<file path="config.mk">
export PLATFORM = sky130hd
export DESIGN_NAME = pes_sipo_rx
export DESIGN_NICKNAME = d
export VERILOG_FILES = /design/src/rtl/pes_sipo_pkg.sv /design/src/rtl/pes_sipo_hold.sv /design/src/rtl/pes_sipo_rx.sv
export SDC_FILE = /design/constraint.sdc
export NUM_CORES = 1
export LEC_CHECK = 0
export ABC_CLOCK_PERIOD_IN_PS = 1000
export CAP_MARGIN = 20
export CORE_AREA = 3 3 50 52
export DETAILED_ROUTE_END_ITERATION = 8
export DIE_AREA = 0 0 53 55
export GPL_ROUTABILITY_DRIVEN = 0
export PLACE_DENSITY = 0.57
export SLEW_MARGIN = 5
export SYNTH_ARGS = -nofsm -noshare
export SYNTH_HDL_FRONTEND = slang
export SYNTH_SLANG_ARGS = --single-unit
</file>
<file path="constraint.sdc">
create_clock -name clk -period 1 [get_ports clk]
set_input_delay 0.25 -clock clk [delete_from_list [all_inputs] [get_ports clk]]
set_output_delay 0.25 -clock clk [all_outputs]
set_load 0.02 [all_outputs]
</file>
<file path="src/rtl/pes_sipo_pkg.sv">
// Shared types and helpers for the pes_sipo receiver: FSM state encoding and counter sizing.
package pes_sipo_pkg;

   localparam int STATE_W = 2;

   typedef enum logic [STATE_W-1:0] {
      S_IDLE   = 2'd0,
      S_DATA   = 2'd1,
      S_PARITY = 2'd2,
      S_STOP   = 2'd3
   } state_t;

   function automatic int clog2(input int n);
      int r;
      r = 0;
      for (int i = 0; i < 31; i++) begin
         if ((1 << i) < n) r = i + 1;
      end
      return r;
   endfunction

endpackage

</file>
<file path="src/rtl/pes_sipo_hold.sv">
// One-entry valid/ready holding register; a completed word that finds it full (and not
// draining this cycle) is dropped and reported with a one-cycle overrun pulse.
module pes_sipo_hold #(
   parameter int WIDTH = 4
) (
   input  logic             clk,
   input  logic             rst,
   input  logic             load,
   input  logic [WIDTH-1:0] din,
   input  logic             ready,
   output logic [WIDTH-1:0] dout,
   output logic             valid,
   output logic             overrun
);

   logic drain;

   assign drain = valid & ready;

   always_ff @(posedge clk) begin
      if (rst) begin
         dout    <= '0;
         valid   <= 1'b0;
         overrun <= 1'b0;
      end else begin
         overrun <= load & valid & ~ready;
         if (load && (!valid || ready)) begin
            dout  <= din;
            valid <= 1'b1;
         end else if (drain) begin
            valid <= 1'b0;
         end
      end
   end

endmodule

</file>
<file path="src/rtl/pes_sipo_rx.sv">
// MSB-first serial deframer: start bit, WIDTH data bits, optional even parity, stop bit.
// Define PARITY_CHECK_EN to add the parity bit between the data bits and the stop bit.
module pes_sipo_rx
   import pes_sipo_pkg::*;
#(
   parameter int   WIDTH    = 4,
   parameter logic IDLE_LVL = 1'b1
) (
   input  logic             clk,
   input  logic             rst,
   input  logic             bit_en,
   input  logic             serial_in,
   output logic [WIDTH-1:0] data_out,
   output logic             data_valid,
   input  logic             data_ready,
   output logic             frame_err,
   output logic             overrun,
   output logic             busy
);

   localparam int CNT_W = (clog2(WIDTH) < 1) ? 1 : clog2(WIDTH);

   state_t             state, state_nxt;
   logic [CNT_W-1:0]   cnt, cnt_nxt;
   logic [WIDTH-1:0]   shift, shift_nxt;
   logic               par_ok;
   logic               word_done;
   logic               stop_err;

`ifdef PARITY_CHECK_EN
   logic par_bit, par_nxt;

   // Even parity: data bits together with the parity bit must XOR to zero.
   assign par_ok = ~(^shift ^ par_bit);
`else
   assign par_ok = 1'b1;
`endif

   always_ff @(posedge clk) begin
      if (rst) begin
         state     <= S_IDLE;
         cnt       <= '0;
         shift     <= '0;
         frame_err <= 1'b0;
`ifdef PARITY_CHECK_EN
         par_bit   <= 1'b0;
`endif
      end else begin
         state     <= state_nxt;
         cnt       <= cnt_nxt;
         shift     <= shift_nxt;
         frame_err <= stop_err;
`ifdef PARITY_CHECK_EN
         par_bit   <= par_nxt;
`endif
      end
   end

   always_comb begin
      state_nxt = state;
      cnt_nxt   = cnt;
      shift_nxt = shift;
      word_done = 1'b0;
      stop_err  = 1'b0;
`ifdef PARITY_CHECK_EN
      par_nxt   = par_bit;
`endif
      if (bit_en) begin
         case (state)
            S_IDLE: begin
               if (serial_in == ~IDLE_LVL) begin
                  state_nxt = S_DATA;
                  cnt_nxt   = '0;
               end
            end
            S_DATA: begin
               shift_nxt = {shift[WIDTH-2:0], serial_in};
               cnt_nxt   = cnt + 1'b1;
               if (cnt == CNT_W'(WIDTH - 1)) begin
`ifdef PARITY_CHECK_EN
                  state_nxt = S_PARITY;
`else
                  state_nxt = S_STOP;
`endif
               end
            end
`ifdef PARITY_CHECK_EN
            S_PARITY: begin
               par_nxt   = serial_in;
               state_nxt = S_STOP;
            end
`endif
            S_STOP: begin
               // Back to IDLE either way so a start bit may follow immediately.
               if ((serial_in == IDLE_LVL) && par_ok) word_done = 1'b1;
               else                                   stop_err  = 1'b1;
               state_nxt = S_IDLE;
            end
            default: state_nxt = S_IDLE;
         endcase
      end
   end

   assign busy = (state != S_IDLE);

   pes_sipo_hold #(
      .WIDTH (WIDTH)
   ) u_hold (
      .clk     (clk),
      .rst     (rst),
      .load    (word_done),
      .din     (shift),
      .ready   (data_ready),
      .dout    (data_out),
      .valid   (data_valid),
      .overrun (overrun)
   );

endmodule

</file>
==> impl_metrics.env, run 1 <==
export IMPL_worstHoldPathCells=3
export IMPL_viasPerCell=4.40
export IMPL_synth_top_cell_area_share_pct=47.5
export IMPL_clock_tree_from_tritoncts="yes"
export IMPL_clk_latency_ns=0.28
export IMPL_numCtsBuffers=3
export IMPL_critical_path_cell_chain="or2_4, buf_6"
export IMPL_layout_nets=102
export IMPL_die_area_mm2=0.00292
export IMPL_worst_ep_required_time_ns=0.75
export IMPL_path_max_fanout=2
export IMPL_die_width_um=53
export IMPL_start_kind="flop"
export IMPL_critPathCaptureType="output port"
export IMPL_global_route_congestion_overflow_total=0
export IMPL_areaGrowthSynthToFinish_pct=55.8
export IMPL_std_cell_rows=17
export IMPL_multi_input_combinational_cell_area_um2=357
export IMPL_maxClockFrequency_mhz=814
export IMPL_finalHoldViolCount=0
export IMPL_period_minus_slack_ns=1.23
export IMPL_worst_setup_margin_ns=-0.228
export IMPL_antenna_left=0
export IMPL_gr_usage_all_layers_pct=9.97
export IMPL_reg2reg_setup_slack_ns=-0.06
export IMPL_fin_skew_ns=0.000787
export IMPL_grt_antenna_before_repair=0
export IMPL_remaining_design_rule_violation_count=0
export IMPL_die_height_um=55
export IMPL_post_route_core_utilization_pct=45.8
export IMPL_timing_worst_setup_path_type="reg -> out"
export IMPL_slew_headroom_pct=83.3
export IMPL_rr_startpoint="state[1]"
export IMPL_post_route_cells_drive_above_1_share_pct=52.6
export IMPL_worst_hold_slack_after_final_layout_ns=0.455
export IMPL_numClockSinks=15
export IMPL_grt_start_max_net_pins=14
export IMPL_htreeDepth=1
export IMPL_worst_vdd_ir_mv=0.694
export IMPL_syn_area_um2=632
export IMPL_cap_viol_max_count=0
export IMPL_initial_core_utilization_pct=29.4
export IMPL_r2r_cells=4
export IMPL_worst_endpoint_arrival_ns=0.98
export IMPL_cts_root_buffer="sky130_fd_sc_hd__clkbuf_4"
export IMPL_crit_slowest_cell="sky130_fd_sc_hd__dfxtp_2"
export IMPL_sequential_cell_area_um2=312
export IMPL_totalNegativeSetupSlack_ns=-0.636
export IMPL_synthesis_nets=74
export IMPL_post_route_period_util_pct=123
export IMPL_hold_end="frame_err"
export IMPL_worstHoldStart="serial_in"
export IMPL_drt_pass1_iter_count=4
export IMPL_floorplan_io_pins=13
export IMPL_critical_path_max_stage_delay_ns=0.33
export IMPL_num_vias=541
export IMPL_vias_in_the_first_global_route=492
export IMPL_fillers=214
export IMPL_status="complete, but fails checks"
export IMPL_diodes=0
export IMPL_synth_yosys_warnings=0
export IMPL_ys_seq_elements=15
export IMPL_port_buffer_count=12
export IMPL_detailed_place_hpwl_um=835
export IMPL_drtIter0Drc=5
export IMPL_synthesis_area_per_instance_um2=9.29
export IMPL_synth_cell_types=24
export IMPL_wire_per_inst_um=10.3
export IMPL_measured_slew_at_the_worst_slew_check_pin_ns=0.248
export IMPL_setup_repair_after_global_routing_missed_its_margin="yes"
export IMPL_core_mm2=0.00215
export IMPL_hp_class="in -> reg"
export IMPL_violated_checks="negative setup slack"
export IMPL_cts_clk_slew_worst_paths_ns=0.08
export IMPL_routed_wirelength_mm=1.27
export IMPL_p_leak_nw=0.392
export IMPL_report_final_setup_viol=12
export IMPL_clock_tree_buffer_depth=2
export IMPL_rr_endpoint="cnt[1]"
export IMPL_timing_max_transition_violations_final=0
export IMPL_seq_area_frac_synth_pct=47.5
export IMPL_synthCells=68
export IMPL_synth_area_leaders="sky130_fd_sc_hd__dfxtp_1 (48%), sky130_fd_sc_hd__a21oi_1 (7.1%), sky130_fd_sc_hd__nand2b_1 (6.9%), sky130_fd_sc_hd__mux2i_1 (6.3%), sky130_fd_sc_hd__nand2_1 (5.3%)"
export IMPL_grt_first_pass_wirelength_mm=2.03
export IMPL_power_per_cell_area_mw_per_mm2=1080
export IMPL_post_synth_top_area_cell="sky130_fd_sc_hd__dfxtp_1"
[synthesized netlist by cell type]
cell,instances
sky130_fd_sc_hd__a211oi_1,1
sky130_fd_sc_hd__a21oi_1,9
sky130_fd_sc_hd__and2b_2,1
sky130_fd_sc_hd__and3b_1,1
sky130_fd_sc_hd__buf_2,1
sky130_fd_sc_hd__buf_4,1
sky130_fd_sc_hd__buf_6,1
sky130_fd_sc_hd__clkbuf_1,1
sky130_fd_sc_hd__dfxtp_1,15
sky130_fd_sc_hd__ha_1,1
sky130_fd_sc_hd__inv_1,1
sky130_fd_sc_hd__mux2i_1,4
sky130_fd_sc_hd__nand2_1,9
sky130_fd_sc_hd__nand2b_1,7
sky130_fd_sc_hd__nand3_1,1
sky130_fd_sc_hd__nand3b_1,1
sky130_fd_sc_hd__nand4_2,1
sky130_fd_sc_hd__nor2_1,1
sky130_fd_sc_hd__nor2b_1,1
sky130_fd_sc_hd__nor2b_2,1
sky130_fd_sc_hd__nor3_1,2
sky130_fd_sc_hd__o21ai_0,2
sky130_fd_sc_hd__or2_2,1
sky130_fd_sc_hd__or2b_1,4
[worst max-delay path, delay by kind of cell (launching register included)]
kind                   cells  cell delay, ns
and+or+nand+nor            1            0.24
buffers and inverters      1            0.13
DFF                        1            0.33
[report_power, final]
part	leakage [nW]	total, mW	switching [mW]	internal (mW)
sequential	0.126	0.607	0.00395	0.603
clock	0.0150	0.341	0.186	0.155
combinational	0.251	0.111	0.0537	0.0574
[layout by cell type (no fill, tap or decap)]
| cell | Yosys | layout |
|---|---|---|
| sky130_fd_sc_hd__and3b_2 | 0 | 1 |
| sky130_fd_sc_hd__o21ai_1 | 0 | 1 |
| sky130_fd_sc_hd__nand2_2 | 0 | 3 |
| sky130_fd_sc_hd__dlygate4sd2_1 | 0 | 2 |
| sky130_fd_sc_hd__nor3_2 | 0 | 1 |
| sky130_fd_sc_hd__nand3b_1 | 1 | 1 |
| sky130_fd_sc_hd__a211oi_1 | 1 | 1 |
| sky130_fd_sc_hd__or2b_1 | 4 | 4 |
| sky130_fd_sc_hd__inv_1 | 1 | 1 |
| sky130_fd_sc_hd__nand4_4 | 0 | 1 |
| sky130_fd_sc_hd__clkbuf_4 | 0 | 3 |
| sky130_fd_sc_hd__mux2i_1 | 4 | 4 |
| sky130_fd_sc_hd__and2b_2 | 1 | 1 |
| sky130_fd_sc_hd__nor2_1 | 1 | 1 |
| sky130_fd_sc_hd__clkdlybuf4s50_1 | 0 | 2 |
| sky130_fd_sc_hd__nor2b_4 | 0 | 2 |
| sky130_fd_sc_hd__dfxtp_2 | 0 | 9 |
| sky130_fd_sc_hd__nand2b_1 | 7 | 7 |
| sky130_fd_sc_hd__nor3_1 | 2 | 1 |
| sky130_fd_sc_hd__buf_4 | 1 | 12 |
| sky130_fd_sc_hd__nand3_1 | 1 | 1 |
| sky130_fd_sc_hd__a21oi_2 | 0 | 5 |
| sky130_fd_sc_hd__nand2_1 | 9 | 6 |
| sky130_fd_sc_hd__o21ai_0 | 2 | 1 |
| sky130_fd_sc_hd__or2_4 | 0 | 1 |
| sky130_fd_sc_hd__buf_6 | 1 | 11 |
| sky130_fd_sc_hd__ha_1 | 1 | 1 |
| sky130_fd_sc_hd__clkbuf_1 | 1 | 1 |
| sky130_fd_sc_hd__a21oi_1 | 9 | 4 |
| sky130_fd_sc_hd__dfxtp_1 | 15 | 6 |
[timing repair]
| item | in CTS | in global routing |
|---|---|---|
| pin swaps | 12 | 7 |
| endpoints found under the setup margin | 20 | 22 |
| gates resized for setup | 65 | 12 |
| hold buffers | 0 | 0 |
| setup buffers | 3 | 4 |
[how the worst max path moves through the flow]
stage	slack, ns	cells past startpoint	startpoint	end
floorplan	0.02	4	state[0]	u_hold.dout[0]
global placement	-0.45	4	bit_en	u_hold.dout[2]
detailed placement	-0.50	4	bit_en	u_hold.dout[1]
CTS	-0.24	2	state[0]	busy
global route	-0.26	2	state[0]	busy
finish	-0.23	2	state[0]	busy
[metal layers]
metal	wire (um)	vias to the layer above	track usage, %	part of all wire (%)
met2	657	10	17.1	52
li1	-	283	-	-
met3	61	3	4.83	4.8
met4	10	0	2.55	0.79
met1	543	245	11.1	43
met5	0	-	0	0
[sequential cells by signal, indices dropped and copies added (netlist names)]
| signal | count |
|---|---|
| frame_err | 1 |
| cnt | 2 |
| u_hold.overrun | 1 |
| u_hold.valid | 1 |
| u_hold.dout | 4 |
| state | 2 |
| shift | 4 |
[layout make-up]
type	instances	area share, %
flip-flops and latches	15	31.6
multi-input cells	48	36.2
clock buffers	4	2.67
well taps	28	3.56
inverters	1	0.381
repair buffers	27	25.5
[stage by stage]
stage | cell area (um^2) | std cells | setup slack (ns) | total power [mW]
floorplan | 634 | 68 | 0.0207 | 0.662
global placement | 830 | 113 | -0.446 | 0.711
detailed placement | 830 | 113 | -0.500 | 0.711
CTS | 930 | 120 | -0.237 | 1.08
global route | 985 | 123 | -0.260 | 1.12
finish | 985 | 123 | -0.228 | 1.06
[kinds of logic after synthesis]
kind of cell	count (synthesis)	share of synthesized area, %
AO/OA/AOI/OAI	12	9.90
adder cells (fa/ha/maj)	1	1.98
buffers and inverters	5	4.95
flip-flops	15	47.5
multiplexers	4	6.34
AND/OR/NAND/NOR	31	29.3
Power figures use the tool's default switching activity.
==> inputs of run 2 (changes only) <==
--- a/config.mk
+++ b/config.mk
@@ -5,13 +5,14 @@
 export SDC_FILE = /design/constraint.sdc
 export NUM_CORES = 1
 export LEC_CHECK = 0
-export ABC_CLOCK_PERIOD_IN_PS = 1000
+export ABC_CLOCK_PERIOD_IN_PS = 1500
 export CAP_MARGIN = 20
 export CORE_AREA = 3 3 50 52
 export DETAILED_ROUTE_END_ITERATION = 8
 export DIE_AREA = 0 0 53 55
+export DONT_BUFFER_PORTS = 1
 export GPL_ROUTABILITY_DRIVEN = 0
-export PLACE_DENSITY = 0.57
+export PLACE_DENSITY = 0.48
 export SLEW_MARGIN = 5
 export SYNTH_ARGS = -nofsm -noshare
 export SYNTH_HDL_FRONTEND = slang
==> constraint.sdc (replaced) <==
create_clock -name clk -period 1.5 [get_ports clk]
set_input_delay 0.375 -clock clk [delete_from_list [all_inputs] [get_ports clk]]
set_output_delay 0.375 -clock clk [all_outputs]
set_load 0.02 [all_outputs]
==> impl_metrics.env, run 2 (synthesis gave the netlist of run 1 again) <==
export IMPL_die_width_um=53
export IMPL_worst_path_dominant_cell_family="flip-flops"
export IMPL_viasPerCell=4.46
export IMPL_gr_usage_all_layers_pct=8.45
export IMPL_reg_top3="shift x4, u_hold.dout x4"
export IMPL_remaining_design_rule_violation_count=0
export IMPL_std_cell_rows=17
export IMPL_drt_pass1_iter_count=3
export IMPL_pwr_total_mw=0.653
export IMPL_grtUsageMet1_pct=10.3
export IMPL_worstHoldStart="rst"
export IMPL_gr_usage_met2_pct=11.0
export IMPL_die_area_mm2=0.00292
export IMPL_measured_slew_at_the_worst_slew_check_pin_ns=0.267
export IMPL_critical_path_cell_chain="or2_2"
export IMPL_vias_in_the_first_global_route=403
export IMPL_post_route_cells_drive_above_1_share_pct=10.3
export IMPL_cts_repair_timing_setup_buffer_count=0
export IMPL_setup_repair_after_global_routing_missed_its_margin="no"
export IMPL_core_mm2=0.00215
export IMPL_finalHoldViolCount=0
export IMPL_global_route_congestion_overflow_total=0
export IMPL_worst_endpoint_arrival_ns=1.04
export IMPL_totalNegativeSetupSlack_ns=0
export IMPL_path_max_fanout=7
export IMPL_port_buffer_count=0
export IMPL_timing_worst_setup_path_type="reg -> out"
export IMPL_numClockSinks=15
export IMPL_power_per_cell_area_mw_per_mm2=981
export IMPL_areaGrowthSynthToFinish_pct=5.35
export IMPL_period_minus_slack_ns=1.42
export IMPL_routed_wirelength_mm=1.02
export IMPL_cts_root_buffer="sky130_fd_sc_hd__clkbuf_4"
export IMPL_cap_viol_max_count=0
export IMPL_fin_skew_ns=0.00119
export IMPL_hp_class="in -> reg"
export IMPL_htreeDepth=1
export IMPL_rr_startpoint="state[1]"
export IMPL_grt_start_max_net_pins=20
export IMPL_clock_tree_buffer_depth=2
export IMPL_globalRoute_busiestLayer="met2"
export IMPL_floorplan_io_pins=13
export IMPL_numCtsBuffers=3
export IMPL_worst_path_buf_inv=0
export IMPL_crit_slowest_cell="sky130_fd_sc_hd__dfxtp_1"
export IMPL_reg2reg_setup_slack_ns=0.34
export IMPL_die_height_um=55
export IMPL_critPathCaptureType="output port"
export IMPL_start_kind="flop"
export IMPL_initial_core_utilization_pct=29.4
export IMPL_grt_antenna_before_repair=0
export IMPL_drtIter0Drc=2
export IMPL_cts_clk_slew_worst_paths_ns=0.08
export IMPL_met3_usage_pct=6.97
export IMPL_worst_setup_path_startpoint="state[0]"
export IMPL_layout_nets=75
export IMPL_post_route_period_util_pct=94.4
export IMPL_grt_first_pass_wirelength_mm=1.70
export IMPL_diodes=0
export IMPL_ctsHoldBuffers=0
export IMPL_antenna_left=0
export IMPL_worst_vdd_ir_mv=0.567
export IMPL_worst_ep_required_time_ns=1.12
export IMPL_timing_max_transition_violations_final=0
export IMPL_p_leak_nw=0.228
export IMPL_critical_path_max_stage_delay_ns=0.38
export IMPL_maxClockFrequency_mhz=706
export IMPL_detailed_place_hpwl_um=723
export IMPL_report_final_setup_viol=0
export IMPL_cts_resized_gates=0
export IMPL_clock_tree_from_tritoncts="yes"
export IMPL_top_library_cells_by_usage_in_the_layout_fill_and_taps_aside="sky130_fd_sc_hd__dfxtp_1 (15), sky130_fd_sc_hd__nand2_1 (9), sky130_fd_sc_hd__a21oi_1 (9)"
export IMPL_clk_latency_ns=0.28
export IMPL_num_vias=428
export IMPL_status="finished, final reports clean"
export IMPL_wire_per_inst_um=10.6
export IMPL_slew_headroom_pct=82.1
export IMPL_layout_cells_most_common="sky130_fd_sc_hd__dfxtp_1"
==> run 2: cell count changes in the layout (fill, tap and decap cells not counted), moves of 2 or more <==
| cell | delta |
|---|---|
| sky130_fd_sc_hd__dfxtp_1 | +9 |
| sky130_fd_sc_hd__buf_4 | -12 |
| sky130_fd_sc_hd__nor2b_4 | -2 |
| sky130_fd_sc_hd__nand2_1 | +3 |
| sky130_fd_sc_hd__clkdlybuf4s50_1 | -2 |
| sky130_fd_sc_hd__dlygate4sd2_1 | -2 |
| sky130_fd_sc_hd__dfxtp_2 | -9 |
| sky130_fd_sc_hd__a21oi_2 | -5 |
| sky130_fd_sc_hd__nand2_2 | -3 |
| sky130_fd_sc_hd__buf_6 | -11 |
| sky130_fd_sc_hd__a21oi_1 | +5 |
==> run 2: routing by layer <==
metal | routed length (um) | share of wire (%)
met5 | 0 | 0
met4 | 0 | 0
met3 | 115 | 11
met2 | 408 | 40
met1 | 494 | 49
==> run 2: layout make-up <==
| cell class | count | area [um^2] |
|---|---|---|
| Fill cell | 241 | 1480 |
| Sequential cell | 15 | 300 |
| Multi-Input combinational cell | 48 | 300 |
| Tap cell | 28 | 35.0 |
| Clock buffer | 4 | 26.3 |
| Inverter | 1 | 3.75 |
==> run 2: worst paths after layout <==
kind                         end  depth (start not counted)
setup / recovery            busy                          1
hold / removal          shift[0]                          1
setup reg to reg  u_hold.dout[2]                          3
hold reg to reg         shift[3]                          2
==> run 2: stage by stage <==
step	util (%)	hold slack (ns)	cells	instance area, um^2	setup slack, ns
after floorplan	-	0.431	68	632	0.434
after global placement	29.8	0.435	92	639	0.367
after detailed placement	29.8	0.444	92	639	0.348
after CTS	31.0	0.141	96	666	0.0681
after global routing	31.0	0.127	96	666	0.0178
final	31.0	0.156	96	666	0.0838
==> run 2: power breakdown <==
| group | leakage (nW) | internal, mW | switching (mW) | total (mW) |
|---|---|---|---|---|
| clock network | 0.0150 | 0.103 | 0.122 | 0.225 |
| logic | 0.0914 | 0.0102 | 0.0109 | 0.0211 |
| registers | 0.121 | 0.402 | 0.00488 | 0.407 |
